--- config.mk ---
export PLATFORM = sky130hd
export DESIGN_NAME = code_onehot_display_queue_flat
export DESIGN_NICKNAME = d
export VERILOG_FILES = /design/src/rtl/code_onehot_display_queue_if.sv /design/src/rtl/code_onehot_display_queue.sv /design/src/flat_wrapper.sv
export SDC_FILE = /design/constraint.sdc
export NUM_CORES = 1
export LEC_CHECK = 0
export BUFFER_PORTS_ARGS = -buffer_cell sky130_fd_sc_hd__buf_2
export CAP_MARGIN = 0
export CORE_ASPECT_RATIO = 1.5
export CORE_MARGIN = 2
export CORE_UTILIZATION = 59
export DETAILED_ROUTE_END_ITERATION = 6
export PLACE_DENSITY = 0.79
export SYNTH_ARGS = -nofsm -noshare
export SYNTH_HDL_FRONTEND = slang
export SYNTH_SLANG_ARGS = --single-unit
--- constraint.sdc ---
create_clock -name CLOCK_50_I -period 3.97 [get_ports CLOCK_50_I]
set_clock_uncertainty 0.15 [all_clocks]
set_input_delay 0.5955 -clock CLOCK_50_I [delete_from_list [all_inputs] [get_ports CLOCK_50_I]]
set_output_delay 0.5955 -clock CLOCK_50_I [all_outputs]
set_load 0.01 [all_outputs]
--- src/rtl/code_onehot_display_queue_if.sv ---
// Code stream into the display queue and the decoded display state coming back out.
// The code source uses the master modport and the queue uses the slave modport.
interface code_onehot_display_queue_if #(
    parameter int unsigned OUT_W = 10
) ();
    logic [3:0]       CODE_I;
    logic             CODE_VALID_I;
    logic             CODE_READY_O;
    logic [OUT_W-1:0] ONEHOT_O;
    logic [3:0]       CODE_SHOWN_O;
    logic             BUSY_O;
    logic             INVALID_O;

    modport master (
        output CODE_I, CODE_VALID_I,
        input  CODE_READY_O, ONEHOT_O, CODE_SHOWN_O, BUSY_O, INVALID_O
    );

    modport slave (
        input  CODE_I, CODE_VALID_I,
        output CODE_READY_O, ONEHOT_O, CODE_SHOWN_O, BUSY_O, INVALID_O
    );
endinterface

--- src/rtl/code_onehot_display_queue.sv ---
// Queues 4-bit switch codes and shows each one as a one-hot LED pattern for HOLD_CYCLES clocks.
// Code 0xF shows a blank pattern; codes at or above OUT_W (other than 0xF) are dropped with a pulse.
module code_onehot_display_queue #(
    parameter int unsigned OUT_W       = 10,
    parameter int unsigned FIFO_DEPTH  = 4,
    parameter int unsigned HOLD_CYCLES = 25_000_000
) (
    input  logic                          CLOCK_50_I,
    input  logic                          RESET_I,
    code_onehot_display_queue_if.slave    bus
);
    localparam int unsigned PTR_W = $clog2(FIFO_DEPTH);
    localparam int unsigned CNT_W = $clog2(FIFO_DEPTH + 1);
    localparam int unsigned HLD_W = $clog2(HOLD_CYCLES + 1);
    localparam logic [3:0]  CODE_BLANK = 4'hF;

    typedef enum logic {
        IDLE = 1'b0,
        HOLD = 1'b1
    } state_t;

    state_t           state_q, state_d;
    logic [3:0]       mem_q [FIFO_DEPTH];
    logic [PTR_W-1:0] wr_ptr_q, rd_ptr_q;
    logic [CNT_W-1:0] count_q;
    logic [HLD_W-1:0] cnt_q, cnt_d;
    logic [OUT_W-1:0] onehot_q, onehot_d;
    logic [3:0]       shown_q, shown_d;
    logic             busy_q, busy_d;
    logic             invalid_q, invalid_d;
    logic             push, pop, empty, ready_c, load;
    logic [3:0]       head;

    assign ready_c = (count_q != CNT_W'(FIFO_DEPTH));
    assign empty   = (count_q == '0);
    assign push    = bus.CODE_VALID_I & ready_c;
    assign head    = mem_q[rd_ptr_q];

    assign bus.CODE_READY_O = ready_c;
    assign bus.ONEHOT_O     = onehot_q;
    assign bus.CODE_SHOWN_O = shown_q;
    assign bus.BUSY_O       = busy_q;
    assign bus.INVALID_O    = invalid_q;

    // Queue storage needs no reset: only entries below count are ever read.
    always_ff @(posedge CLOCK_50_I) begin
        if (push) begin
            mem_q[wr_ptr_q] <= bus.CODE_I;
        end
    end

    always_ff @(posedge CLOCK_50_I or posedge RESET_I) begin
        if (RESET_I) begin
            wr_ptr_q <= '0;
            rd_ptr_q <= '0;
            count_q  <= '0;
        end else begin
            if (push) begin
                wr_ptr_q <= wr_ptr_q + PTR_W'(1);
            end
            if (pop) begin
                rd_ptr_q <= rd_ptr_q + PTR_W'(1);
            end
            case ({push, pop})
                2'b10:   count_q <= count_q + CNT_W'(1);
                2'b01:   count_q <= count_q - CNT_W'(1);
                default: count_q <= count_q;
            endcase
        end
    end

    always_ff @(posedge CLOCK_50_I or posedge RESET_I) begin
        if (RESET_I) begin
            state_q   <= IDLE;
            cnt_q     <= '0;
            onehot_q  <= '0;
            shown_q   <= CODE_BLANK;
            busy_q    <= 1'b0;
            invalid_q <= 1'b0;
        end else begin
            state_q   <= state_d;
            cnt_q     <= cnt_d;
            onehot_q  <= onehot_d;
            shown_q   <= shown_d;
            busy_q    <= busy_d;
            invalid_q <= invalid_d;
        end
    end

    // A new code is taken from an idle block, or at the end of a hold with no gap cycle.
    always_comb begin
        state_d   = state_q;
        cnt_d     = cnt_q;
        onehot_d  = onehot_q;
        shown_d   = shown_q;
        busy_d    = busy_q;
        invalid_d = 1'b0;
        pop       = 1'b0;
        load      = 1'b0;

        case (state_q)
            IDLE: begin
                load = !empty;
            end
            HOLD: begin
                if (cnt_q != '0) begin
                    cnt_d = cnt_q - HLD_W'(1);
                end else if (!empty) begin
                    load = 1'b1;
                end else begin
                    onehot_d = '0;
                    shown_d  = CODE_BLANK;
                    busy_d   = 1'b0;
                    state_d  = IDLE;
                end
            end
            default: begin
                state_d = IDLE;
            end
        endcase

        if (load) begin
            pop = 1'b1;
            if (32'(head) < OUT_W) begin
                onehot_d = OUT_W'(1) << head;
                shown_d  = head;
                busy_d   = 1'b1;
                cnt_d    = HLD_W'(HOLD_CYCLES - 1);
                state_d  = HOLD;
            end else if (head == CODE_BLANK) begin
                onehot_d = '0;
                shown_d  = CODE_BLANK;
                busy_d   = 1'b1;
                cnt_d    = HLD_W'(HOLD_CYCLES - 1);
                state_d  = HOLD;
            end else begin
                // Illegal code: blank the display; in IDLE it is already blank.
                invalid_d = 1'b1;
                onehot_d  = '0;
                shown_d   = CODE_BLANK;
                busy_d    = 1'b0;
                state_d   = IDLE;
            end
        end
    end
endmodule

--- src/flat_wrapper.sv ---
// flat-port wrapper written by rule: the top's interface ports become plain ports
module code_onehot_display_queue_flat 
#(
    parameter int unsigned OUT_W       = 10,
    parameter int unsigned FIFO_DEPTH  = 4,
    parameter int unsigned HOLD_CYCLES = 25_000_000
)
  (CLOCK_50_I, RESET_I, bus_CODE_I, bus_CODE_VALID_I, bus_CODE_READY_O, bus_ONEHOT_O, bus_CODE_SHOWN_O, bus_BUSY_O, bus_INVALID_O);
  code_onehot_display_queue_if #(.OUT_W(OUT_W)) bus_i ();
  input  logic CLOCK_50_I;
  input  logic RESET_I;
  input wire logic [$bits(bus_i.CODE_I)-1:0] bus_CODE_I;
  input wire logic [$bits(bus_i.CODE_VALID_I)-1:0] bus_CODE_VALID_I;
  output wire logic [$bits(bus_i.CODE_READY_O)-1:0] bus_CODE_READY_O;
  output wire logic [$bits(bus_i.ONEHOT_O)-1:0] bus_ONEHOT_O;
  output wire logic [$bits(bus_i.CODE_SHOWN_O)-1:0] bus_CODE_SHOWN_O;
  output wire logic [$bits(bus_i.BUSY_O)-1:0] bus_BUSY_O;
  output wire logic [$bits(bus_i.INVALID_O)-1:0] bus_INVALID_O;
  assign bus_i.CODE_I = bus_CODE_I;
  assign bus_i.CODE_VALID_I = bus_CODE_VALID_I;
  assign bus_CODE_READY_O = bus_i.CODE_READY_O;
  assign bus_ONEHOT_O = bus_i.ONEHOT_O;
  assign bus_CODE_SHOWN_O = bus_i.CODE_SHOWN_O;
  assign bus_BUSY_O = bus_i.BUSY_O;
  assign bus_INVALID_O = bus_i.INVALID_O;
  code_onehot_display_queue #(.OUT_W(OUT_W), .FIFO_DEPTH(FIFO_DEPTH), .HOLD_CYCLES(HOLD_CYCLES)) u_core (.CLOCK_50_I(CLOCK_50_I), .RESET_I(RESET_I), .bus(bus_i));
endmodule
# Word-level counts from Yosys, hierarchy flattened
# Memory sizes are Yosys's and may differ from the RTL's.
# Index checks and enable logic that the tools add are counted.
dict set report word_totals {
  mem_bits_rw 16
  memories 1
  regBits 49
  out_inout_bits 17
  inputBits 7
  elab_cells 65
}
# name words width read_ports rd_clocked_by_memory_dff wr line
set memory_table {}
lappend memory_table {u_core.mem_q 4 4 1 0 1 code_onehot_display_queue.sv:23} ;# logic [3:0] mem_q [FIFO_DEPTH];
dict set report classes {
  addsub 5
  muxes 34
  magnitude_cmp 1
  eq_ne 5
  n_reduce_logical 7
  shift 1
  n_bitwise 2
}
# operator n
set op_table {}
lappend op_table {{2-to-1 mux 25 bit} 5}
lappend op_table {{2-to-1 mux 10 bit} 5}
lappend op_table {{nonzero test 25 bit} 1}
lappend op_table {{subtractor 25 x 1 -> 25 bit (second input constant)} 1}
lappend op_table {{2-to-1 mux 4 bit} 5}
lappend op_table {{2-to-1 mux 1 bit} 17}
lappend op_table {{<< shifter 1 x 4 -> 10 bit (first input constant)} 1}
lappend op_table {{one-hot mux 3 bit (2 select lines)} 1}
lappend op_table {{nonzero test 2 bit} 3}
lappend op_table {{adder 2 x 1 -> 2 bit (second input constant)} 2}
lappend op_table {{equality test 4 bit (second input constant)} 1}
lappend op_table {{< comparator 4 bit (second input constant)} 1}
lappend op_table {{adder 3 x 1 -> 3 bit (second input constant)} 1}
lappend op_table {{zero test 3 bit} 1}
lappend op_table {{!= test 3 bit (second input constant)} 1}
lappend op_table {{AND reduction 3 bit} 1}
lappend op_table {{subtractor 3 x 1 -> 3 bit (second input constant)} 1}
lappend op_table {{equality test 2 x 1 -> 1 bit (second input constant)} 1}
lappend op_table {{equality test 2 bit (second input constant)} 1}
lappend op_table {{!= test 2 x 1 -> 1 bit (second input constant)} 1}
lappend op_table {{one-hot mux 1 bit (2 select lines)} 1}
lappend op_table {{bitwise AND 1 bit} 1}
lappend op_table {{zero test 1 bit} 1}
lappend op_table {{NOT 1 bit} 1}

# Longest topological paths before layout
# Gate-level depths: netlist of run 1.
dict set report logic_depth {
  word_depth 7
  mapped_depth 14
  ltp_nobuf 13
}

# Worst setup path before layout of run 1
# OpenSTA, ideal clock, no wires.
dict set report synth_path {
  path_type {register to register}
  from {register u_core.cnt_q[18]}
  to {register u_core.count_q[2]}
  setup_time_ns 0.079
  path_stages_with_launch 14
  t_arrival_ns 2.960
  path_slack_ns 0.781
  path_buffers 2
  path_cell_list {dfrtp_1 or3_4 or4_4 buf_6 o21ai_4 buf_6 nand2_1 inv_1 ha_1 inv_1 fa_1 xor2_1 nor2_1 xor2_1}
}
dict set report synth_between {
  elab_chain_len 6
  elab_cells_between_ends 8
}
# element line
set synth_rtl {}
lappend synth_rtl {{from (decl)} code_onehot_display_queue.sv:26} ;# logic [HLD_W-1:0] cnt_q, cnt_d;
lappend synth_rtl {{from (signal assigned)} code_onehot_display_queue.sv:82} ;# cnt_q <= cnt_d;
lappend synth_rtl {{nonzero test 25 bit *} code_onehot_display_queue.sv:106} ;# if (cnt_q != '0) begin
lappend synth_rtl {{2-to-1 mux 1 bit *} code_onehot_display_queue.sv:106}
lappend synth_rtl {{one-hot mux 1 bit (2 select lines) *} code_onehot_display_queue.sv:101} ;# case (state_q)
lappend synth_rtl {{2-to-1 mux 1 bit *} code_onehot_display_queue.sv:122} ;# if (load) begin
lappend synth_rtl {{equality test 2 x 1 -> 1 bit or equality test 2 bit (tied branches)} code_onehot_display_queue.sv:64} ;# case ({push, pop})
lappend synth_rtl {{one-hot mux 3 bit (2 select lines) or nonzero test 2 bit (tied branches)} n/a}
lappend synth_rtl {{to (signal assigned)} code_onehot_display_queue.sv:65} ;# 2'b10: count_q <= count_q + CNT_W'(1);
lappend synth_rtl {{to (signal assigned)} code_onehot_display_queue.sv:66} ;# 2'b01: count_q <= count_q - CNT_W'(1);
lappend synth_rtl {{to (signal assigned)} code_onehot_display_queue.sv:67} ;# default: count_q <= count_q;
lappend synth_rtl {{to (decl)} code_onehot_display_queue.sv:25} ;# logic [CNT_W-1:0] count_q;
# Every way passes the cells marked *; elsewhere a longest branch is shown, timed or not.
# A chain may end at the register's enable or synchronous reset.

# Final worst setup path of run 1
dict set report layout_path {
  from {register u_core.cnt_q[0]}
  to {register u_core.count_q[2]}
}
# The elaborated chain is that of the path after synthesis.

==> impl_results.md, run 1 <==
- Minimum clock period: 3450 ps
- Syn Area/Cell: 12.4 µm²
- Antenna-violating nets left: 0
- Postcts setup bufs: 0
- Critical Setup Path Class: reg -> reg
- Normalized max-slew margin: 32.5%
- P per Cell Area: 740 mW/mm²
- Starting Density: 60.7%
- Residual DRC: 0
- Slew @ Worst Pin: 1010 ps
- Site Rows: 32
- Number of synthesized flops with an enable pin: 16
- CP delay by family, top: simple AND/OR/NAND/NOR gates
- First-pass GRT wire length: 10500 µm
- Reg2Reg Setup Slack: 520 ps
- Root buf cell: clkbuf_8
- Via total after detailed routing: 2080
- Io pins: 24
- Drt total wl: 6010 µm
- Yosys warns: 0
- Later-pin clock latency in the skew report: 340 ps
- Cells after Synth: 249
- CTS Buf Count: 9
- GRT overflow: 0
- Ant diodes: 0
- Die height: 92.6 µm
- Gr usage total: 23.5%
- Die width: 63.0 µm
- Vias in the first global route: 2128
- Main synth FF type: dfrtp_1
- Hold Path End: u_core.mem_q[3][2]$_DFFE_PP_
- Worst Reg-to-Reg Cells: 13
- Reg area: 0.00171 mm²
- Initial antenna violation count: 0
- Layout cells sized above 1: 21.8%
- Max_cap viols: 0
- Worst min-delay path startpoint: bus_CODE_I[2]
- Most frequent cells in the layout: 45 x dfrtp_1, 23 x buf_2, 20 x nand2_1, 16 x edfxtp_1
- Final core occ: 68.2%
- Critical Path AT: 3570 ps
- CTS H-Tree Depth: 3
- Dominant cells by area after synthesis: dfrtp_1 37%, edfxtp_1 16%, dfstp_2 3.4%
- LEAKAGE: 1.39 nW
- Crit path cell chain: inv_1 > ha_1 > nor4b_1 > nand4_1 > o21ai_4 > nand2_1 > inv_1 > ha_1 > inv_1 > fa_1 > xor2_1 > nor2_1 > xor2_1
- Max Slew Vio Count: 0
- Port bufs: 23
- CP bufs+invs: 3
- Commonest non-fill, non-tap cell in the layout: dfrtp_1
- Area of the core: 0.00508 mm²
- RR Startpoint: u_core.cnt_q[0]$_DFF_PP0_
- Period utilisation layout: 87.0%
- Filler cells: 389
- Worst hold path class: in -> reg
- Setup total negative slack: 0 ps
- CTS sink cnt: 65
- Footprint of the multi-input gates: 0.00125 mm²
- Final Hold Vio Count: 0
- Critical path's slowest cell: nor4b_1
- Yosys cell types: 52
- Worst r2r dst: u_core.count_q[2]$_DFFE_PP0P_
- Sequential-to-total area share from yosys stat: 55.5%
- Starting DRT DRC Count: 81
- Routed len/inst: 17.3 µm
- RSZ-0062 raised after global routing: no
- CP dominant cell by count: inv_1
- Crit path capture type: flop
- Startpoint types: flop
- CP max FO: 4
- Reg clk slew, reported paths: 70 ps
- Hold Buf Count CTS: 0
- Crit path required time: 4090 ps
- CTS resizes: 0
- Post-synth top area share: 36.5%
- Setup violators final: 0
- CTS tree: built
- Cell Area, Synth: 0.00308 mm²
- Status: finished clean
- DRT Pass-1 Iters: 4
- Max clock buf depth: 2
- Largest stage delay on the critical path: 630 ps
- Largest net degree at the start of global routing: 50
- Asr flop ratio synth: 75.4%
- Layout area overhead: 12.5%
- Max VDD drop: 0.000461 V
- Post-synthesis cell type with the largest combined area: dfrtp_1
- #FFs+latches synth: 65
- Placer Congestion: 0.815
- Post-layout net count: 289
- Post-Synthesis Net Count: 263
- HPWL after DPL: 4190 µm
- Post-DR vias/cell: 5.98
- Maximum operating frequency: 289 MHz
- WHS Path Cells: 1
- Full die area: 0.00583 mm²
==> stage by stage <==
step,area (µm²),worst slack (ps),hold WS [ps],power [mW],std cells
finish,3470,515,318,2.57,348
floorplan,3080,781,306,1.67,249
global route,3470,313,308,2.73,348
global placement,3230,796,312,1.86,332
detailed placement,3230,617,326,1.90,332
CTS,3470,547,308,2.58,348
==> cells in the mapped netlist (5+ instances only) <==
cell type,number
xor2_1,9
xnor2_1,11
and3_1,7
buf_2,5
nor2_1,8
nor3_1,8
o211ai_1,5
edfxtp_1,16
a21oi_1,7
dfrtp_1,45
nand2_1,20
or3_1,8
ha_1,6
inv_1,12
o21ai_0,5
a22o_1,6
nor4_1,7
==> power by group <==
part | internal, mW | switching, mW
sequential | 0.914 | 0.181
combinational | 0.355 | 0.438
clock | 0.417 | 0.261
==> worst max-delay path by stage <==
stage,startpoint,to,slack (ps),cells past startpoint
floorplan,u_core.cnt_q[18]$_DFF_PP0_,u_core.count_q[2]$_DFFE_PP0P_,780,13
finish,u_core.cnt_q[0]$_DFF_PP0_,u_core.count_q[2]$_DFFE_PP0P_,520,13
global placement,u_core.cnt_q[0]$_DFF_PP0_,u_core.count_q[2]$_DFFE_PP0P_,800,13
CTS,u_core.cnt_q[0]$_DFF_PP0_,u_core.count_q[2]$_DFFE_PP0P_,550,13
detailed placement,u_core.cnt_q[0]$_DFF_PP0_,u_core.count_q[2]$_DFFE_PP0P_,620,13
global route,u_core.cnt_q[0]$_DFF_PP0_,u_core.count_q[2]$_DFFE_PP0P_,310,13
==> cell families (layout without fill, tap and decap cells) <==
| group | Yosys count | count (layout) | share of synthesized area, % |
|---|---|---|---|
| AO/OA/AOI/OAI | 50 | 50 | 13.3 |
| XOR/XNOR | 20 | 20 | 5.68 |
| adder cells (fa/ha/maj) | 7 | 7 | 3.08 |
| buffers and inverters | 22 | 53 | 3.85 |
| flip-flops | 65 | 65 | 55.5 |
| multiplexers | 5 | 5 | 3.25 |
| AND/OR/NAND/NOR | 80 | 80 | 15.3 |
==> cell type report <==
| type | count | share of cell area (%) |
|---|---|---|
| Clock buffer | 9 | 3.57 |
| Tap cell | 68 | 2.45 |
| Timing Repair Buffer | 25 | 3.75 |
| Multi-Input combinational cell | 162 | 36.1 |
| Sequential cell | 65 | 49.4 |
| Clock inverter | 7 | 3.43 |
| Inverter | 12 | 1.30 |
==> state kept, by name (all words and copies together), names as in the netlist <==
register	count
u_core.wr_ptr_q	2
u_core.bus.ONEHOT_O	10
u_core.count_q	3
u_core.rd_ptr_q	2
u_core.bus.INVALID_O	1
u_core.state_q	1
u_core.cnt_q	25
u_core.bus.BUSY_O	1
u_core.mem_q	16
u_core.bus.CODE_SHOWN_O	4
==> routing by layer <==
layer	wire length [µm]	vias up	global-route usage [%]
li1	-	979	-
met1	2420	1066	27.4
met2	3370	30	42.0
met3	151	5	5.59
met4	76	0	8.33
met5	0	-	0
Note: power is estimated with default switching activity, not from simulation.
==> run 2: changes to the inputs <==
--- a/config.mk
+++ b/config.mk
@@ -5,11 +5,12 @@
 export SDC_FILE = /design/constraint.sdc
 export NUM_CORES = 1
 export LEC_CHECK = 0
+export ABC_AREA = 1
 export BUFFER_PORTS_ARGS = -buffer_cell sky130_fd_sc_hd__buf_2
 export CAP_MARGIN = 0
 export CORE_ASPECT_RATIO = 1.5
 export CORE_MARGIN = 2
-export CORE_UTILIZATION = 59
+export CORE_UTILIZATION = 60
 export DETAILED_ROUTE_END_ITERATION = 6
 export PLACE_DENSITY = 0.79
 export SYNTH_ARGS = -nofsm -noshare
==> impl_results.md, run 2 <==
- Max Slew Vio Count: 0
- CTS sink cnt: 65
- Layout area overhead: 8.43%
- CTS resizes: 0
- Die height: 97.0 µm
- Yosys cell types: 33
- Io pins: 24
- Post-synth top cells: 114 x nand2_1, 49 x nor2_1, 48 x nand3_1
- Post-Synthesis Net Count: 438
- Die width: 66.0 µm
- LEAKAGE: 1.78 nW
- CP max FO: 18
- Hold Buf Count CTS: 0
- Gr usage total: 25.4%
- Layout cells sized above 1: 13.4%
- Most frequent cells in the layout: 114 x nand2_1, 49 x nor2_1, 48 x nand3_1, 45 x dfrtp_1, 44 x inv_1
- Finished Layout Cells: 524
- Startpoint types: flop
- Minimum clock period: 2960 ps
- Site Rows: 33
- Crit path capture type: flop
- Routed len/inst: 13.7 µm
- Sequential-to-total area share from yosys stat: 49.5%
- Post-synthesis cell type with the largest combined area: dfrtp_1
- GRT overflow: 0
- Via total after detailed routing: 2817
- Placer Congestion: 0.891
- Residual DRC: 0
- Post-DR vias/cell: 5.38
- Syn Area/Cell: 8.16 µm²
- Full die area: 0.00640 mm²
- Max VDD drop: 0.000467 V
- Flop pwr share: 42.9%
- Crit path required time: 4040 ps
- Largest register by flop count: u_core.cnt_q
- Setup total negative slack: 0 ps
- Dominant cells by area after synthesis: dfrtp_1 33%, edfxtp_1 14%, nand2_1 12%
- First-pass GRT wire length: 12500 µm
- P per Cell Area: 735 mW/mm²
- Root buf cell: clkbuf_8
- Antenna-violating nets left: 0
- CTS H-Tree Depth: 3
- HPWL after DPL: 5190 µm
- Combinational share of power: 40.3%
- Setup violators final: 0
- Starting DRT DRC Count: 230
- Normalized max-slew margin: 32.8%
- CTS Buf Count: 9
- Commonest non-fill, non-tap cell in the layout: nand2_1
- Post-layout net count: 463
- Initial antenna violation count: 0
- Reg clk slew, reported paths: 70 ps
- Post-synth top area share: 32.6%
- Port bufs: 23
- Int Pwr: 1.56 mW
- Filler cells: 466
- Starting Density: 62.5%
- Status: finished clean
- Worst hold path class: in -> reg
- Switching Share: 43.2%
- Maximum operating frequency: 338 MHz
- Max reg flops: 25
- Cell Area, Synth: 0.00346 mm²
- Postcts setup bufs: 0
- Max_cap viols: 0
- Main synth FF type: dfrtp_1
- Placed insts: 508
- Cells after Synth: 424
- Period utilisation layout: 74.5%
- Critical Setup Path Class: reg -> reg
- WHS: 319 ps
- DRT Pass-1 Iters: 4
- Clock share of power: 16.8%
- Ant diodes: 0
- #FFs+latches synth: 65
- Final Power: 2.75 mW
- NetSw: 1.19 mW
- Worst min-delay path startpoint: bus_CODE_I[3]
- Number of synthesized flops with an enable pin: 16
- Top-count cell post-synth: nand2_1
- CTS tree: built
- Area of the core: 0.00553 mm²
- Reg2Reg Setup Slack: 1010 ps
- Later-pin clock latency in the skew report: 340 ps
- Yosys warns: 0
- Max clock buf depth: 2
- Drt total wl: 7160 µm
- RSZ-0062 raised after global routing: no
- Largest net degree at the start of global routing: 50
- RR Startpoint: u_core.cnt_q[0]$_DFF_PP0_
- Final Hold Vio Count: 0
- DP Area: 0.00359 mm²
- Worst Setup SP: u_core.cnt_q[0]$_DFF_PP0_
- Slew @ Worst Pin: 1010 ps
- Vias in the first global route: 2779
- Critical Path AT: 3030 ps
- Post-layout instance area: 0.00375 mm²
- Asr flop ratio synth: 75.4%
run 2: cell count changes after synthesis, moves of 8 or more:
cell	change
nand4_1	+11
o21ai_1	+9
o21ai_0	+8
inv_1	+33
nor2_1	+41
nand3_1	+45
nand2_1	+94
nand3b_1	+12
or3_1	-8
xnor2_1	-8
run 2: cell type report:
type	instances	area [µm²]	share of cell area, %
Tap cell	70	87.6	2.34
Inverter	50	188	5.01
Timing Repair Buffer	23	115	3.07
Clock inverter	4	20.0	0.534
Multi-Input combinational cell	300	1490	39.8
Sequential cell	65	1710	45.6
Clock buffer	12	135	3.60
run 2: stage by stage:
| step | setup WS [ps] | util, % |
|---|---|---|
| floorplan | 1350 | - |
| CTS | 1020 | 67.8 |
| finish | 1010 | 67.8 |
| global route | 703 | 67.8 |
| global placement | 1170 | 65.0 |
| detailed placement | 1020 | 65.0 |
run 2: worst paths after layout:
path / depth (start not counted) / to
hold / removal: 1 / u_core.mem_q[3][3]$_DFFE_PP_
min in group asynchronous: 2 / u_core.cnt_q[11]$_DFF_PP0_
max in group asynchronous: 2 / u_core.bus.ONEHOT_O[3]$_DFFE_PP0P_
setup reg to reg: 14 / u_core.count_q[2]$_DFFE_PP0P_
hold reg to reg: 1 / u_core.count_q[0]$_DFFE_PP0P_
setup / recovery: 14 / u_core.count_q[2]$_DFFE_PP0P_
run 2: metal layers:
layer | up-vias | GRT usage, % | part of all wire, % | wire [µm]
met5 | - | 0 | 0 | 0
met3 | 22 | 5.35 | 3.2 | 226
li1 | 1423 | - | - | -
met4 | 0 | 12.1 | 3.4 | 244
met1 | 1306 | 27.6 | 39 | 2760
met2 | 66 | 45.4 | 55 | 3920
run 2: cell families (layout without fill, tap and decap cells):
kind of cell / count (synthesis) / after routing / share of synthesized area [%]
buffers and inverters: 59 / 89 / 7.34
DFF: 65 / 65 / 49.5
xor gates and xnor gates: 7 / 7 / 1.77
AOI/OAI and AO/OA: 28 / 28 / 4.23
adders and majority gates: 7 / 7 / 2.75
and+or+nand+nor: 258 / 258 / 34.4
run 2: power groups by stage:
| stage | Combinational (mW) | Clock (mW) | Sequential, mW |
|---|---|---|---|
| after global placement | 1.08 | 0 | 1.18 |
| after detailed placement | 1.11 | 0 | 1.19 |
| after floorplan | 0.860 | 0 | 1.15 |
| final | 1.11 | 0.463 | 1.18 |
| after CTS | 1.12 | 0.473 | 1.18 |
| after global routing | 1.27 | 0.501 | 1.22 |
run 2: worst max-delay path, stage by stage, from the launching register on:
cell and delay (ps):
dfrtp_1 390, inv_1 130, ha_1 260, nand2_2 120, nor2_4 150, nand2_2 80
nor2_4 200, nor2_4 130, nor2_8 180, ha_1 180, inv_1 70, fa_1 380
a21oi_1 170, o21ai_0 120, xnor2_1 130
==> run 3: changes to the inputs <==
--- a/config.mk
+++ b/config.mk
@@ -5,12 +5,12 @@
 export SDC_FILE = /design/constraint.sdc
 export NUM_CORES = 1
 export LEC_CHECK = 0
-export ABC_AREA = 1
+export ABC_AREA = 0
 export BUFFER_PORTS_ARGS = -buffer_cell sky130_fd_sc_hd__buf_2
 export CAP_MARGIN = 0
 export CORE_ASPECT_RATIO = 1.5
 export CORE_MARGIN = 2
-export CORE_UTILIZATION = 60
+export CORE_UTILIZATION = 59
 export DETAILED_ROUTE_END_ITERATION = 6
 export PLACE_DENSITY = 0.79
 export SYNTH_ARGS = -nofsm -noshare
==> constraint.sdc (replaced) <==
create_clock -name CLOCK_50_I -period 2.9 [get_ports CLOCK_50_I]
set_clock_uncertainty 0.15 [all_clocks]
set_input_delay 0.435 -clock CLOCK_50_I [delete_from_list [all_inputs] [get_ports CLOCK_50_I]]
set_output_delay 0.435 -clock CLOCK_50_I [all_outputs]
set_load 0.01 [all_outputs]
==> impl_results.md, run 3 (synthesized netlist as in run 1, its figures left out) <==
- Status: finished clean
- Drt total wl: 6080 µm
- Startpoint types: flop
- Initial antenna violation count: 0
- Post-layout instance area: 0.00359 mm²
- Ant diodes: 0
- Via total after detailed routing: 2178
- Residual DRC: 0
- Io pins: 24
- Max_cap viols: 0
- CTS tree: built
- CTS sink cnt: 65
- Largest net degree at the start of global routing: 36
- Crit path cell chain: or3_4 > or4_4 > o21ai_4 > nand2_4 > inv_4 > ha_4 > inv_2 > fa_2 > xor2_1 > nor2_1 > xor2_1
- Root buf cell: clkbuf_8
- Layout cells sized above 1: 28.7%
- DP Area: 0.00333 mm²
- Minimum clock period: 2860 ps
- Finished Layout Cells: 364
- CP max FO: 4
- Normalized max-slew margin: 52.0%
- Full die area: 0.00583 mm²
- Gr usage total: 23.4%
- Die width: 63.0 µm
- Period utilisation layout: 98.7%
- Max VDD drop: 0.000690 V
- Vias in the first global route: 2106
- Maximum operating frequency: 349 MHz
- Critical path's slowest cell: or4_4
- Placed insts: 342
- Crit path capture type: flop
- Final Power: 3.43 mW
- Filler cells: 377
- DRT Pass-1 Iters: 4
- Die height: 92.6 µm
- LEAKAGE: 1.44 nW
- CTS H-Tree Depth: 3
- Reg2Reg Setup Slack: 40 ps
- Max reg flops: 25
- Max clock buf depth: 2
- Routed len/inst: 16.7 µm
- Slew @ Worst Pin: 715 ps
- WHS: 145 ps
- Largest register by flop count: u_core.cnt_q
- Critical Path AT: 2990 ps
- Reg clk slew, reported paths: 80 ps
- RSZ-0062 raised after global routing: yes
- GRT overflow: 0
- Critical Setup Path Class: reg -> reg
- Setup violators final: 0
- Area of the core: 0.00508 mm²
- Starting Density: 60.7%
- HPWL after DPL: 4300 µm
- Worst hold path class: in -> reg
- First-pass GRT wire length: 10300 µm
- Largest stage delay on the critical path: 560 ps
- Placer Congestion: 0.783
- Port bufs: 23
- Post-DR vias/cell: 5.98
- Fin worst setup slack: 37.9 ps
- Antenna-violating nets left: 0
- Setup total negative slack: 0 ps
- Max Slew Vio Count: 0
- P per Cell Area: 956 mW/mm²
- Commonest non-fill, non-tap cell in the layout: dfrtp_1
- Crit path required time: 3030 ps
- Site Rows: 32
- Place WS: 30.4 ps
- Starting DRT DRC Count: 84
- Most frequent cells in the layout: 45 x dfrtp_1, 23 x buf_2, 19 x nand2_1, 17 x buf_4, 16 x edfxtp_1
- Post-layout net count: 305
- Layout area overhead: 16.4%
- CP dominant cell by count: xor2_1
- CTS Buf Count: 9
- Final Hold Vio Count: 0
- Final core occ: 70.6%
- Later-pin clock latency in the skew report: 350 ps
-- run 3: repair_timing --
action / CTS / global route
hold buffers: 1 / 0
gates resized for setup: 0 / 2
pin swaps: 1 / 5
setup buffers: 0 / 5
setup endpoints to repair: 1 / 2
endpoints found under the hold margin: 14 / 0
-- run 3: area by class of cell --
cell class                 count  area (µm²)  share of cell area, %
multi-input combinational    162        1290                   35.9
inverter                      12        47.5                   1.32
tap                           68        85.1                   2.37
timing repair buffer          41         253                   7.04
clock buffer                   9         124                   3.45
clock inverter                 7        78.8                   2.20
sequential                    65        1710                   47.7
-- run 3: where the power goes --
part           internal, mW  total (mW)  switching [mW]
Sequential             1.25        1.50           0.245
Clock                 0.403       0.778           0.375
Combinational         0.532        1.16           0.625
-- run 3: worst max-delay path, delay by kind of cell, from the launching register on --
family	cells	cell delay (ps)
adder cells (fa/ha/maj)	2	450
AND/OR/NAND/NOR	4	1170
flip-flops	1	380
buffers and inverters	2	130
XOR/XNOR	2	290
AO/OA/AOI/OAI	1	210
-- run 3: routing by layer --
layer	global-route usage, %	share of wire (%)	wire [µm]
met1	27.6	41	2500
met2	39.8	54	3260
met3	4.37	2.9	177
met4	13.5	2.4	144
met5	0	0	0
-- run 3: final timing paths --
kind	start	endpoint	depth (start not counted)
worst max-delay path	u_core.cnt_q[18]$_DFF_PP0_	u_core.count_q[2]$_DFFE_PP0P_	11
worst min-delay path	bus_CODE_I[3]	u_core.mem_q[2][3]$_DFFE_PP_	1
worst max register to register	u_core.cnt_q[18]$_DFF_PP0_	u_core.count_q[2]$_DFFE_PP0P_	11
worst min register to register	u_core.bus.BUSY_O$_DFFE_PP0P_	u_core.bus.BUSY_O$_DFFE_PP0P_	1
max in group asynchronous	RESET_I	u_core.bus.CODE_SHOWN_O[1]$_DFFE_PP1P_	4
min in group asynchronous	RESET_I	u_core.cnt_q[20]$_DFF_PP0_	3
